### config.mk
export PLATFORM = sky130hd
export DESIGN_NAME = envelope_capture
export DESIGN_NICKNAME = d
export VERILOG_FILES = /design/src/rtl/envelope_capture.sv
export SDC_FILE = /design/constraint.sdc
export NUM_CORES = 1
export LEC_CHECK = 0
export CAP_MARGIN = 20
export CORE_MARGIN = 2
export CORE_UTILIZATION = 56
export CTS_CLUSTER_DIAMETER = 40
export DETAILED_ROUTE_END_ITERATION = 8
export PLACE_DENSITY = 0.85
export SLEW_MARGIN = 5
export SYNTH_ARGS = -nofsm -noshare
export SYNTH_HDL_FRONTEND = slang
export SYNTH_SLANG_ARGS = --single-unit
### constraint.sdc
create_clock -name CLK -period 3.2 [get_ports CLK]
set_clock_uncertainty 0.05 [all_clocks]
set_input_delay 0.64 -clock CLK [delete_from_list [all_inputs] [get_ports CLK]]
set_output_delay 0.64 -clock CLK [all_outputs]
set_load 0.03 [all_outputs]
### src/rtl/envelope_capture.sv
// Envelope sample capture: optional decimation into a circular FIFO drained by
// a request/valid read port, with occupancy and sticky overflow/underflow status.
module envelope_capture #(
  parameter int unsigned DEPTH = 64,
  parameter int unsigned DECIM = 1
) (
  input  logic                       CLK,
  input  logic                       RST,
  input  logic [15:0]                in_data,
  input  logic                       in_we,
  input  logic                       clr,
  input  logic                       rd_req,
  output logic [15:0]                rd_data,
  output logic                       rd_valid,
  output logic [$clog2(DEPTH):0]     count,
  output logic                       empty,
  output logic                       full,
  output logic                       overflow,
  output logic                       underflow
);

  localparam int unsigned AW = $clog2(DEPTH);
  localparam logic [AW:0] FULL_CNT = (AW+1)'(DEPTH);
  localparam logic [7:0]  DC_LAST  = 8'(DECIM - 1);

  logic [15:0]   mem [DEPTH];
  logic [AW-1:0] wp;
  logic [AW-1:0] rp;
  logic [AW:0]   count_q;
  logic [7:0]    dc;

  logic keep;
  logic rd_ok;
  logic wr_ok;
  logic is_full;
  logic is_empty;
  logic flush;

  always_comb begin
    flush    = RST || clr;
    is_full  = (count_q == FULL_CNT);
    is_empty = (count_q == '0);
    keep     = in_we && (dc == '0);
    rd_ok    = rd_req && !is_empty;
    // A full FIFO still accepts a write when a read frees a slot in the same cycle;
    // an empty FIFO never bypasses, so a colliding read is rejected.
    wr_ok    = keep && (!is_full || rd_ok);
  end

  // Storage is intentionally left out of reset.
  always_ff @(posedge CLK) begin
    if (!flush && wr_ok) begin
      mem[wp] <= in_data;
    end
  end

  always_ff @(posedge CLK) begin
    if (flush) begin
      wp        <= '0;
      rp        <= '0;
      count_q   <= '0;
      dc        <= '0;
      rd_data   <= '0;
      rd_valid  <= 1'b0;
      overflow  <= 1'b0;
      underflow <= 1'b0;
    end else begin
      rd_valid <= rd_ok;
      if (in_we) begin
        dc <= (dc == DC_LAST) ? '0 : dc + 8'd1;
      end
      if (wr_ok) begin
        wp <= wp + 1'b1;
      end
      if (keep && !wr_ok) begin
        overflow <= 1'b1;
      end
      if (rd_ok) begin
        rd_data <= mem[rp];
        rp      <= rp + 1'b1;
      end
      if (rd_req && is_empty) begin
        underflow <= 1'b1;
      end
      if (wr_ok && !rd_ok) begin
        count_q <= count_q + (AW+1)'(1);
      end else if (rd_ok && !wr_ok) begin
        count_q <= count_q - (AW+1)'(1);
      end
    end
  end

  always_comb begin
    count = count_q;
    empty = is_empty;
    full  = is_full;
  end

endmodule

# After elaboration in Yosys (flattened, before gate mapping)
# Memories as Yosys holds them, arrays and structs flattened. A register that Yosys moved wholly into a read port is not among the register bits.
# Index checks and enable logic that the tools add are counted.
# totals
reg_bits,30
latchBits,0
ram_bits,1024
romBits,0
inputBits,21
wordCells,37
mem_count,1
# mem_list
name,depth,width,rd,rd_clocked_by_memory_dff,write_ports,line_no,source
mem,64,16,1,1,1,26,logic [15:0] mem [DEPTH];
# op_classes
addsub,5
n_mul,0
n_div,0
n_lt_le_gt_ge,0
eq_ne,1
shifts,0
muxes,5
bitwise_logic,0
reduce_logical,18
# ops
op,n
$mux W7,2
$add A6 B1 Y6 const B,2
$add A8 B1 Y8 const B,1
$logic_and A1 B1 Y1,8
$logic_not A8 Y1,1
$mux W8,1
$add A7 B1 Y7 const B,1
$eq A7 B7 Y1 const B,1
$logic_not A7 Y1,1
$sub A7 B1 Y7 const B,1
$logic_not A1 Y1,5
$logic_or A1 B1 Y1,2
$mux W1,2
$reduce_bool A2 Y1,1

# Longest topological paths before layout
# logic_depth
depth_word,9
depth_mapped,13
mapped_depth_nobuf,13

# Worst setup path after synthesis
# OpenSTA, ideal clock, no wires.
# synth_path
path_kind,reg2reg
from,register count_q[2] (netlist: count[2])
to,register count_q[6] (netlist: count[6])
setup_time_ps,133
arrival_time_ps,3066
required_time_ps,3017
path_slack_ps,-49
stages_incl_launch_ff,13
path_cell_list,dfxtp_1 -> or4_1 -> o41a_1 -> buf_6 -> inv_1 -> ha_1 -> inv_1 -> fa_1 -> a21o_1 -> a21oi_1 -> o21a_1 -> o311ai_0 -> mux2i_1
# synth_between
elab_chain_len,8
word_cells_on_any_way,16
cone_classes,2 x add/sub; 1 x eq/ne; 2 x mux; 11 x reduce/logical
# synth_rtl
element,line_no,source
"start, declared",29,logic [AW:0] count_q;
"start signal, assigned",86,count_q <= count_q + (AW+1)'(1);
"start signal, assigned",88,count_q <= count_q - (AW+1)'(1);
"parallel branches: the longest is 8 deep, another holds $sub A7 B1 Y7",n/a,
# Several ways; the timed one is not identified. The select of a mux whose other input is x is not followed.
# A chain may end at the register's enable or synchronous reset.

# Worst setup path after layout
# layout_path
from,register count_q[2] (netlist: count[2])
to,output full
# layout_between
elab_chain_len,1
# layout_rtl
element,line_no,source
$eq A7 B7 Y1,41,is_full = (count_q == FULL_CNT);
"end, declared",17,"output logic full,"
# Every way passes these cells.

==> impl_metrics.py <==
metrics = {
    "critical_path": {
        "crit_type": "flop to primary output",
        "crit_chain": "buf_4 -> nor4_2 -> and3_1 -> clkdlybuf4s50_1",
        "slowest_delay_ns": 0.67,
        "critPathMaxFanout": 4,
        "startpoint": "count[2]$_SDFFE_PP0P_",
        "critPathSlowestCell": "clkdlybuf4s50_1",
        "worstReg2RegStart": "count[2]$_SDFFE_PP0P_",
        "cp-start-kind": "flop",
        "worstPathRequired_ns": 2.51,
        "cp_data_arrival_time_ns": 2.36,
        "worstSetupEndpointType": "primary output",
    },
    "clocking": {
        "cts_hold_buffers": 0,
        "cts_buffer_depth": 3,
        "cts-root-buf": "clkbuf_16",
        "cts_made_buffers": 117,
        "clock_sinks": 1070,
        "cts.clk_slew.worst_paths_ns": 0.06,
        "clk_latency_ns": 0.71,
        "htree_levels": 3,
        "post-cts-setup-buffers": 0,
        "cts_tree": "done",
    },
    "yosys": {
        "synth-edff-count": 1024,
        "netlist_area_sq_um": 41500,
        "synth_area_leaders": "edfxtp_1, mux4_2, mux2_2",
        "yosysTopAreaCellShare_pct": 74.1,
        "synth_nets": 2096,
        "yosys_most_used_dff": "edfxtp_1",
        "ys_seq_area_share_pct": 76.4,
        "avgSynthCellArea_sq_um": 20.1,
        "synth_area_leader_cell": "edfxtp_1",
        "ys_seq_elements": 1070,
        "yosys.cell_types.count": 56,
        "synthCells": 2064,
        "synth_most_common_cell": "edfxtp_1",
        "async_flop_share_pct": 0,
        "ys_warn_count": 0,
        "synth_top_cells_by_count": "edfxtp_1, mux4_2, mux2_2, nor2_1, mux2i_1",
    },
    "grt": {
        "grt_max_degree": 66,
        "grt_use_total_pct": 29.1,
        "overflow": 0,
        "grt_pass1_wl_um": 161000,
        "grt_pass1_vias": 23401,
        "grt_antenna_before_repair": 2,
    },
    "drt": {
        "ant_nets": 0,
        "num_vias": 22895,
        "drc_errors": 0,
        "dr.pass1.iters": 8,
        "viasPerCell": 6.81,
        "post_drt_wl_per_cell_um": 32.9,
        "drt-total-wl_um": 111000,
        "drt_first_iter_violations": 4078,
    },
    "placement": {
        "place.gp.congestion": 0.932,
        "place.port_buffers": 48,
        "dp_hpwl_um": 65300,
        "preCtsSetupSlack_ns": -0.209,
    },
    "die": {
        "start_util_pct": 56.7,
        "die_w_um": 276,
        "core_area_sq_um": 73100,
        "rows": 99,
        "io_pins": 49,
        "die_y_um": 276,
        "die_area_sq_um": 76300,
    },
    "pwr": {
        "p_per_area_nw_per_um2": 694,
        "ir_worst_vdd_mv": 0.698,
        "seqPwrFrac_pct": 45.9,
        "power_switching_uw": 8370,
        "p_int_uw": 25500,
        "power_uw": 33900,
        "switching_share_pct": 24.7,
        "leakagePower_uw": 0.0155,
        "power_frac_comb_pct": 13.2,
        "clkPwrFrac_pct": 40.9,
    },
    "timing": {
        "finalSetupViolCount": 0,
        "max_freq_ghz": 0.328,
        "relSlewSlack_pct": 25.2,
        "final-hold-violation-count": 0,
        "setup_ws_ns": 0.154,
        "rsz0062_at_grt": "false",
        "min_period_ns": 3.05,
        "worst_slew_pin_slew_ns": 1.12,
        "finalCritPeriodShare_pct": 95.2,
        "drv_slew": 0,
    },
    "worst_hold_path": {
        "min_from": "in_data[11]",
        "min_path_type": "input port to flop",
    },
    "layout": {
        "nNetsFinal": 2333,
        "drive_gt1_share_pct": 30.2,
        "area_delta_synth_final_pct": 17.8,
    },
    "run": {
        "cap_violations": 0,
    },
    "status": {
        "run_status": "completed",
    },
}
-- power groups by stage --
stage / Combinational (uW) / Clock, uW / Sequential (uW)
floorplan: 2650 / 0 / 15900
global placement: 4250 / 0 / 15800
detailed placement: 4340 / 0 / 15800
CTS: 4400 / 13900 / 15600
global route: 4690 / 14500 / 15600
finish: 4460 / 13900 / 15600
-- metrics by stage --
step	hold slack (ns)	setup TNS (ns)	instances	utilization [%]	area [sq um]
final	0.300	0	3362	66.8	48800
after global routing	0.294	0	3361	66.8	48800
after CTS	0.293	0	3360	66.8	48800
after detailed placement	0.419	-1.54	3140	61.2	44800
after global placement	0.407	-0.618	3140	61.2	44800
after floorplan	0.430	0	2064	-	41500
-- what timing repair did --
| action | in CTS | in global routing |
|---|---|---|
| pin swaps | 0 | 1 |
| cloned | 0 | 0 |
| setup endpoints to repair | 2 | 2 |
| gates resized for setup | 2 | 3 |
-- sequential cells by signal (all words and copies together) (netlist names) --
signal	flops
rd_valid	1
wp	6
underflow	1
dc	8
mem	1024
overflow	1
rd_data	16
rp	6
count	7
-- metal layers --
metal / global-route usage (%) / up-vias / wire length [um] / share of wire (%)
li1: - / 9058 / - / -
met2: 45.6 / 1913 / 52500 / 47
met5: 0 / - / 0 / 0
met1: 38.7 / 11547 / 38100 / 34
met3: 8.04 / 377 / 14600 / 13
met4: 12.7 / 0 / 5410 / 4.9
-- worst max-delay path, delay by kind of cell (launching register included) --
family / cells / cell delay (ns)
flip-flops: 1 / 0.31
buffers and inverters: 2 / 0.81
AND/OR/NAND/NOR: 2 / 0.56
-- layout make-up --
cell class                      instances  area, sq um
Sequential cell                      1070        31700
Fill cell                            4312        24200
Multi-Input combinational cell        867         9280
Clock buffer                          137         3090
Timing Repair Buffer                  235         2600
Tap cell                              959         1200
Clock inverter                         83          946
Inverter                               10         37.5
Antenna cell                            1         2.50
-- final timing paths --
check                                end  slack [ns]  cells after the start
setup reg to reg   count[6]$_SDFFE_PP0P_        0.24                     11
setup / recovery                    full        0.15                      4
hold reg to reg   underflow$_SDFFE_PP0P_        0.43                      2
hold / removal     mem[14][11]$_DFFE_PP_        0.30                      1
-- cells in the final DEF (no fill, tap or decap), types with 32 or more instances in the layout --
cell type and count:
a21oi_1 39, a222oi_1 32, buf_12 62, buf_4 124, clkbuf_16 117, dfxtp_1 41
edfxtp_1 1024, mux2_2 128, mux2i_1 84, mux4_2 176, nand2_1 53, nor2_1 91
o211ai_1 35
-- logic make-up (layout without fill, tap and decap cells) --
kind of cell,after synthesis,count (layout),synth area share (%)
AND/OR/NAND/NOR,234,234,2.67
flip-flops,1070,1070,76.4
buffers and inverters,127,465,1.35
other,0,1,0
AO/OA/AOI/OAI,214,214,3.78
adder cells (fa/ha/maj),11,11,0.350
multiplexers,388,388,15.1
XOR/XNOR,20,20,0.422
Power figures use the tool's default switching activity.
